## config.mk

```make
export PLATFORM = sky130hd
export DESIGN_NAME = mem_bus_ctrl
export DESIGN_NICKNAME = d
export VERILOG_FILES = /design/src/rtl/slc3_mem_pkg.sv /design/src/rtl/mem_wait_counter.sv /design/src/rtl/mem_bus_ctrl.sv
export SDC_FILE = /design/constraint.sdc
export NUM_CORES = 1
export LEC_CHECK = 0
export ABC_AREA = 1
export CAP_MARGIN = 20
export CORE_ASPECT_RATIO = 0.8
export CORE_MARGIN = 1.5
export CORE_UTILIZATION = 38
export DETAILED_ROUTE_END_ITERATION = 16
export GPL_ROUTABILITY_DRIVEN = 0
export GPL_TIMING_DRIVEN = 0
export PLACE_DENSITY = 0.77
export SLEW_MARGIN = 20
export SYNTH_ARGS = -nofsm -noshare
export SYNTH_HDL_FRONTEND = slang
export SYNTH_SLANG_ARGS = --single-unit
```

## constraint.sdc

```tcl
create_clock -name CLK -period 1.85 [get_ports CLK]
set_input_delay 0.2775 -clock CLK [delete_from_list [all_inputs] [get_ports CLK]]
set_output_delay 0.2775 -clock CLK [all_outputs]
set_load 0.05 [all_outputs]
```

## src/rtl/slc3_mem_pkg.sv

```systemverilog
// Shared types and constants for the SLC-3 memory bus endpoint.
package slc3_mem_pkg;

  localparam int unsigned MEM_W            = 16;
  localparam int unsigned MEM_CNT_W        = 4;
  localparam int unsigned MEM_WAIT_DEFAULT = 2;

  typedef enum logic [1:0] {
    IDLE,
    ACCESS,
    DONE
  } mem_state_t;

endpackage

```

## src/rtl/mem_wait_counter.sv

```systemverilog
// Wait-state counter: clears to zero, counts while enabled, flags the last strobe cycle.
module mem_wait_counter
  import slc3_mem_pkg::*;
#(
  parameter int unsigned WAIT_CYCLES = MEM_WAIT_DEFAULT
) (
  input  logic CLK,
  input  logic Reset,
  input  logic clr,
  input  logic en,
  output logic tc
);

  logic [MEM_CNT_W-1:0] count_q;

  // Count register; clear wins over enable so a new access always starts at zero.
  always_ff @(posedge CLK) begin
    if (Reset) begin
      count_q <= '0;
    end else if (clr) begin
      count_q <= '0;
    end else if (en) begin
      count_q <= count_q + MEM_CNT_W'(1);
    end
  end

  // Terminal count marks the final cycle the strobes are held.
  always_comb begin
    tc = (count_q == MEM_CNT_W'(WAIT_CYCLES - 1));
  end

endmodule

```

## src/rtl/mem_bus_ctrl.sv

```systemverilog
// Memory-side bus endpoint: holds MAR/MDR and runs fixed-length SRAM accesses.
module mem_bus_ctrl
  import slc3_mem_pkg::*;
#(
  parameter int unsigned WAIT_CYCLES = MEM_WAIT_DEFAULT
) (
  input  logic             CLK,
  input  logic             Reset,
  input  logic [MEM_W-1:0] DataBus,
  input  logic             LD_MAR,
  input  logic             LD_MDR,
  input  logic             MIO_EN,
  input  logic             R_W,
  input  logic             GateMDR,
  output logic             R,
  output logic [MEM_W-1:0] MAR,
  output logic [MEM_W-1:0] MDR,
  output logic [MEM_W-1:0] Bus_MDR,
  output logic [MEM_W-1:0] Mem_ADDR,
  output logic             Mem_CE_N,
  output logic             Mem_OE_N,
  output logic             Mem_WE_N,
  input  logic [MEM_W-1:0] Mem_Data_In,
  output logic [MEM_W-1:0] Mem_Data_Out,
  output logic             Mem_Data_OE
);

  // The 4-bit counter cannot express longer waits; refuse to build rather than wrap.
  if ((WAIT_CYCLES < 1) || (WAIT_CYCLES > 15)) begin : g_wait_range_error
    $error("mem_bus_ctrl: WAIT_CYCLES must be within 1..15");
  end

  mem_state_t       state_q, state_d;
  logic             wr_q;
  logic [MEM_W-1:0] mar_q;
  logic [MEM_W-1:0] mdr_q;
  logic             tc;
  logic             in_access;

  assign in_access = (state_q == ACCESS);

  mem_wait_counter #(
    .WAIT_CYCLES (WAIT_CYCLES)
  ) u_wait_counter (
    .CLK   (CLK),
    .Reset (Reset),
    .clr   (~in_access),
    .en    (in_access),
    .tc    (tc)
  );

  // State register.
  always_ff @(posedge CLK) begin
    if (Reset) begin
      state_q <= IDLE;
    end else begin
      state_q <= state_d;
    end
  end

  // Next-state logic; a started access always runs to terminal count.
  always_comb begin
    state_d = state_q;
    unique case (state_q)
      IDLE:    if (MIO_EN) state_d = ACCESS;
      ACCESS:  if (tc)     state_d = DONE;
      DONE:    if (!MIO_EN) state_d = IDLE;
      default: state_d = IDLE;
    endcase
  end

  // Strobe and ready decode, purely from registered state and latched access type.
  always_comb begin
    R           = 1'b0;
    Mem_CE_N    = 1'b1;
    Mem_OE_N    = 1'b1;
    Mem_WE_N    = 1'b1;
    Mem_Data_OE = 1'b0;
    unique case (state_q)
      ACCESS: begin
        Mem_CE_N    = 1'b0;
        Mem_OE_N    = wr_q;
        Mem_WE_N    = ~wr_q;
        Mem_Data_OE = wr_q;
      end
      DONE:    R = 1'b1;
      default: ;
    endcase
  end

  // MAR/MDR and access type; bus loads are locked out while the SRAM is being strobed.
  always_ff @(posedge CLK) begin
    if (Reset) begin
      mar_q <= '0;
      mdr_q <= '0;
      wr_q  <= 1'b0;
    end else begin
      if (!in_access) begin
        if (LD_MAR) mar_q <= DataBus;
        if (LD_MDR && !MIO_EN) mdr_q <= DataBus;
      end
      if ((state_q == IDLE) && MIO_EN) wr_q <= R_W;
      // Read data is captured on the same edge that moves to DONE.
      if (in_access && tc && !wr_q) mdr_q <= Mem_Data_In;
    end
  end

  // Register views and datapath bus driver.
  always_comb begin
    MAR          = mar_q;
    MDR          = mdr_q;
    Mem_ADDR     = mar_q;
    Mem_Data_Out = mdr_q;
    Bus_MDR      = GateMDR ? mdr_q : '0;
  end

endmodule

```

# ---- Yosys cells after proc, flatten, opt, wreduce, memory -nomap -nowiden
# Cells that the tools add are included.
dict set report totals {
  register_bits 39
  input_bits 39
  out_inout_bits 85
  word_cells 40
}
dict set report classes {
  n_addsub 1
  n_eq_ne 7
  mux 13
  n_bitwise 2
  reduce_logical 12
}
# cell count
set ops {}
lappend ops {{$mux 16} 4}
lappend ops {{$mux 2} 3}
lappend ops {{$ne 2x2->1 const B} 3}
lappend ops {{$pmux 2 s3} 1}
lappend ops {{$mux 1} 5}
lappend ops {{$add 4x1->4 const B} 1}
lappend ops {{$eq 4x1->1 const B} 1}
lappend ops {{$logic_and 1x1->1} 4}
lappend ops {{$reduce_and 2->1} 2}
lappend ops {{$reduce_and 3->1} 1}
lappend ops {{$eq 2x1->1 const B} 1}
lappend ops {{$eq 2x2->1 const B} 1}
lappend ops {{$logic_not 1->1} 2}
lappend ops {{$logic_not 2->1} 1}
lappend ops {{$ne 2x1->1 const B} 1}
lappend ops {{$not 1->1} 2}
lappend ops {{$reduce_bool 2->1} 1}
lappend ops {{$reduce_or 2->1} 1}

# ---- Logic depth before layout (Yosys ltp)
dict set report depth {
  depth_word 5
  depth_mapped 9
}

# ---- Cells and area by module
# Synthesis repeated with hierarchy kept, for this count alone.
dict set report unflattened {
  cells_unflattened 326
  area_unflattened_um2 2237.1
}
# module instances cells_per_inst area_per_inst_um2
set by_module_without_submodules {}
lappend by_module_without_submodules {mem_bus_ctrl 1 302 2050.7}
lappend by_module_without_submodules {mem_wait_counter 1 24 186.4}

# ---- Worst setup path after synthesis
# No wires, ideal clock.
dict set report synth_path {
  kind {register -> output}
  startpoint {register state_q[1]}
  endpoint {output port Mem_WE_N}
  arrival_time_ns 1.924
  setup_slack_ns -0.351
  stages_incl_launch_ff 7
  path_buffers 2
  path_cell_list {dfxtp_1 inv_1 nand2_4 buf_6 buf_6 nor2_1 inv_1}
}
dict set report synth_between {
  elab_chain_len 2
}
# element line_no
set synth_rtl {}
lappend synth_rtl {{start: declaration} mem_bus_ctrl.sv:33} ;# mem_state_t state_q, state_d;
lappend synth_rtl {{start signal: assignment} mem_bus_ctrl.sv:57} ;# state_q <= state_d;
lappend synth_rtl {{$eq 2x1->1} mem_bus_ctrl.sv:79} ;# unique case (state_q)
lappend synth_rtl {{$mux 1} mem_bus_ctrl.sv:79}
lappend synth_rtl {{end: declaration} mem_bus_ctrl.sv:22} ;# output logic Mem_WE_N,
# Every way passes these cells.

# ---- Final worst setup path
dict set report layout_path {
  startpoint {register mdr_q[8] (netlist: MDR[8])}
  endpoint {output port MDR[8]}
}
# element line_no
set layout_lines {}
lappend layout_lines {{start: declaration} mem_bus_ctrl.sv:36} ;# logic [MEM_W-1:0] mdr_q;
lappend layout_lines {{start signal: assignment} mem_bus_ctrl.sv:100} ;# if (LD_MDR && !MIO_EN) mdr_q <= DataBus;
lappend layout_lines {{start signal: assignment} mem_bus_ctrl.sv:104} ;# if (in_access && tc && !wr_q) mdr_q <= Mem_Data_In;
lappend layout_lines {{end: declaration} mem_bus_ctrl.sv:17} ;# output logic [MEM_W-1:0] MDR,
# No word-level cell between the ends.

==> run_results.csv <==
group,metric,value,unit
floorplan,die_h,70.5,um
synth,syn_area_per_cell,6.84,sq um
route,route.detailed.drc,0,
placed_design,dp_hpwl,5020,um
pwr,vdd_drop_max,0.000442,V
pwr,leakage,1.99,nW
route,dr_wl_met2,3030,um
clocking,cts_made_buffers,5,
placed_design,portBuffers,121,
sta,min_period_over_period,97.0,%
floorplan,dieArea,6170,sq um
synth,synth_edf_count,0,
route,vias,2442,
pwr,seqPwrFrac,34.1,%
critical_path,worst-path-max-fanout,4,
pwr,p_clk_share,22.1,%
layout,fin_nets,490,
floorplan,rows,24,
route,wl_per_cell,12.2,um
layout,multi_input_area,895,sq um
synth,yosys_warnings,0,
sta,maxSlewHeadroom,64.6,%
sta,drv_slew,0,
worst_hold_path,min_path_type,"primary input to flop",
synth,synth_nets,358,
sta,rsz0062_at_grt,"no",
sta,finalSetupTns,0,ns
critical_path,critPathSlowestCell,"clkdlybuf4s50_1",
pwr,combPwrFrac,43.8,%
grt,grt_pass1_wl,10100,um
route,wl,6450,um
flow_run,maxCapViolCount,0,
synth,syn-instance-count,317,
layout,syn_to_final_growth,66.2,%
synth,ys_ff_latch,39,
pwr,netSwitchingFraction,40.7,%
run_status,outcome,"completed",
synth,yosysUniqueCellTypes,22,
route,viasPerCell,4.63,
synth,netlist_area,2170,sq um
sta,setup_violations,0,
synth,yosysSeqAreaShare,36.0,%
pwr,power.internal,0.00170,W
layout,layout.cells.non_filler,528,
critical_path,critical_path_buf_inv_count,1,
sta,fin_crit,1.79,ns
synth,yosys-top-cells-area,"dfxtp_1 36%, buf_4 11%, nand3_1 11%",
sta,fin_skew,0.00150,ns
synth,synth_top_area_share,36.0,%
sta,final-hold-violation-count,0,
sta,fmax,557,MHz
clocking,cts.path.max_buffers,2,
clocking,clk_pin_slew,0.07,ns
synth,ys.flop_type,"dfxtp_1",
critical_path,start_kind,"flop",
route,ant_nets,0,
layout,register_area,781,sq um
critical_path,end_kind,"output port",
sta,tightest_slew,0.530,ns
route,wl_met1,2870,um
grt,grt_max_degree,19,
grt,grt_pass1_vias,2197,
grt,grtUsageTotal,20.5,%
floorplan,initial_core_util,39.7,%
critical_path,crit_type,"flop to output port",
clocking,cts_tree,"yes",
clocking,cts_htree_levels,2,
critical_path,cp.arrival,1.52,ns
critical_path,max_stage_delay,0.83,ns
synth,yosysTopAreaCell,"dfxtp_1",
floorplan,core-area,5470,sq um
critical_path,worstPathCellList,"clkdlybuf4s50_1",
floorplan,boundaryPins,124,
critical_path,cp_top_family,"buffers and inverters",
layout,drive_gt1_share,16.4,%
critical_path,critPathRequiredTime,1.57,ns
route,firstDrtPassIters,4,
grt,grt_overflow,0,
route,dr.max_layer_used,"met4",
route,dr_wl_met3,489,um
pwr,p_per_area,794,nW/um^2
clocking,clkLatencyLatePin,0.29,ns
grt,grt_antenna_before_repair,0,
route,drtIter0Drc,97,
placed_design,dp_cells,516,
layout,diodes,0,
clocking,cts.root.buffer_cell,"clkbuf_8",
pwr,power.switching,0.00116,W
floorplan,die_width,87.4,um
clocking,cts_sinks,39,
layout,fill_cells,519,
synth,synth_async_sr_flop_share,0,%
synth_stat cells, types with 2 or more instances:
cell type and instances:
o21ai_0 16, a21oi_1 18, ha_1 2, nand2_2 2, buf_4 33, buf_2 6, clkbuf_1 5, inv_1 40
nand2_1 53, nand2_4 2, dfxtp_1 39, nor2_1 39, nand3_1 49, buf_6 4, inv_2 2
cell usage in the layout (no fill, tap or decap):
master	count
nor2_8	1
clkbuf_1	5
o21ai_1	1
clkbuf_8	7
dfxtp_1	39
clkdlybuf4s15_1	5
dlygate4sd2_1	29
nand2_1	53
clkbuf_2	1
buf_2	8
nor2_1	38
nor2_2	1
o21ai_0	16
clkdlybuf4s15_2	6
nand3_1	49
clkdlybuf4s50_1	67
inv_2	2
nor2_4	2
xor2_1	1
buf_4	38
xnor2_1	1
nand2_2	2
inv_1	40
dlymetal6s2s_1	11
buf_6	4
nand2_4	2
a21oi_1	18
o22ai_1	1
ha_1	2
per-stage QoR:
stage / utilization, % / instance area (sq um) / total power [W] / setup slack [ns] / hold WS (ns)
4_1_cts: 64.9 / 3550 / 0.00286 / 0.00217 / 0.273
5_1_grt: 65.9 / 3600 / 0.00299 / 0.00165 / 0.274
6_report: 65.9 / 3600 / 0.00286 / 0.0555 / 0.280
2_1_floorplan: - / 2170 / 0.00184 / 0.213 / 0.426
3_3_place_gp: 63.7 / 3480 / 0.00225 / -0.318 / 0.447
3_5_place_dp: 63.7 / 3480 / 0.00227 / -0.335 / 0.463
sequential cells by signal, summed over array words and instances (netlist names):
register	cells
MAR	16
state_q	2
u_wait_counter.count_q	4
MDR	16
wr_q	1
repair_timing:
action,4_1_cts,5_1_grt
hold buffers,0,0
cloned,0,0
endpoints found under the setup margin,43,20
pin swaps,0,1
buffers inserted,0,5
gates resized for setup,68,17
logic make-up (layout without fill, tap and decap cells):
kind of cell	count (synthesis)	after routing	synth area share, %
DFF	39	39	36.0
xor gates and xnor gates	2	2	0.808
AOI/OAI and AO/OA	36	36	8.37
and+or+nand+nor	148	148	30.6
adders and majority gates	2	2	1.15
buffers and inverters	90	223	23.0
layout make-up:
class,instances,area share (%)
well taps,78,2.71
plain buffers,47,9.38
clock buffers,8,2.78
repair buffers,126,34.2
flip-flops and latches,39,21.7
multi-input cells,188,24.8
inverters,42,4.38
layer usage:
metal	global-route usage, %	vias to the layer above
li1	-	1216
met1	25.5	1119
met2	35.0	98
met3	6.30	9
met4	4.23	0
met5	0	-
worst paths after layout:
path / from / end / slack, ns / cells after the start
worst min register to register: u_wait_counter.count_q[0] / u_wait_counter.count_q[0] / 0.49 / 1
worst max register to register: u_wait_counter.count_q[0] / MDR[10] / 0.29 / 7
worst min-delay path: Reset / MDR[4] / 0.28 / 2
worst max-delay path: MDR[8] / MDR[8] / 0.06 / 1
power groups by stage:
stage	clock network [W]	registers (W)	logic, W
after global routing	0.000692	0.000988	0.00131
final	0.000632	0.000976	0.00125
after floorplan	0	0.00120	0.000641
after detailed placement	0	0.000996	0.00127
after global placement	0	0.000991	0.00126
after CTS	0.000646	0.000976	0.00123
No activity file was read; power rests on OpenSTA's default activity.
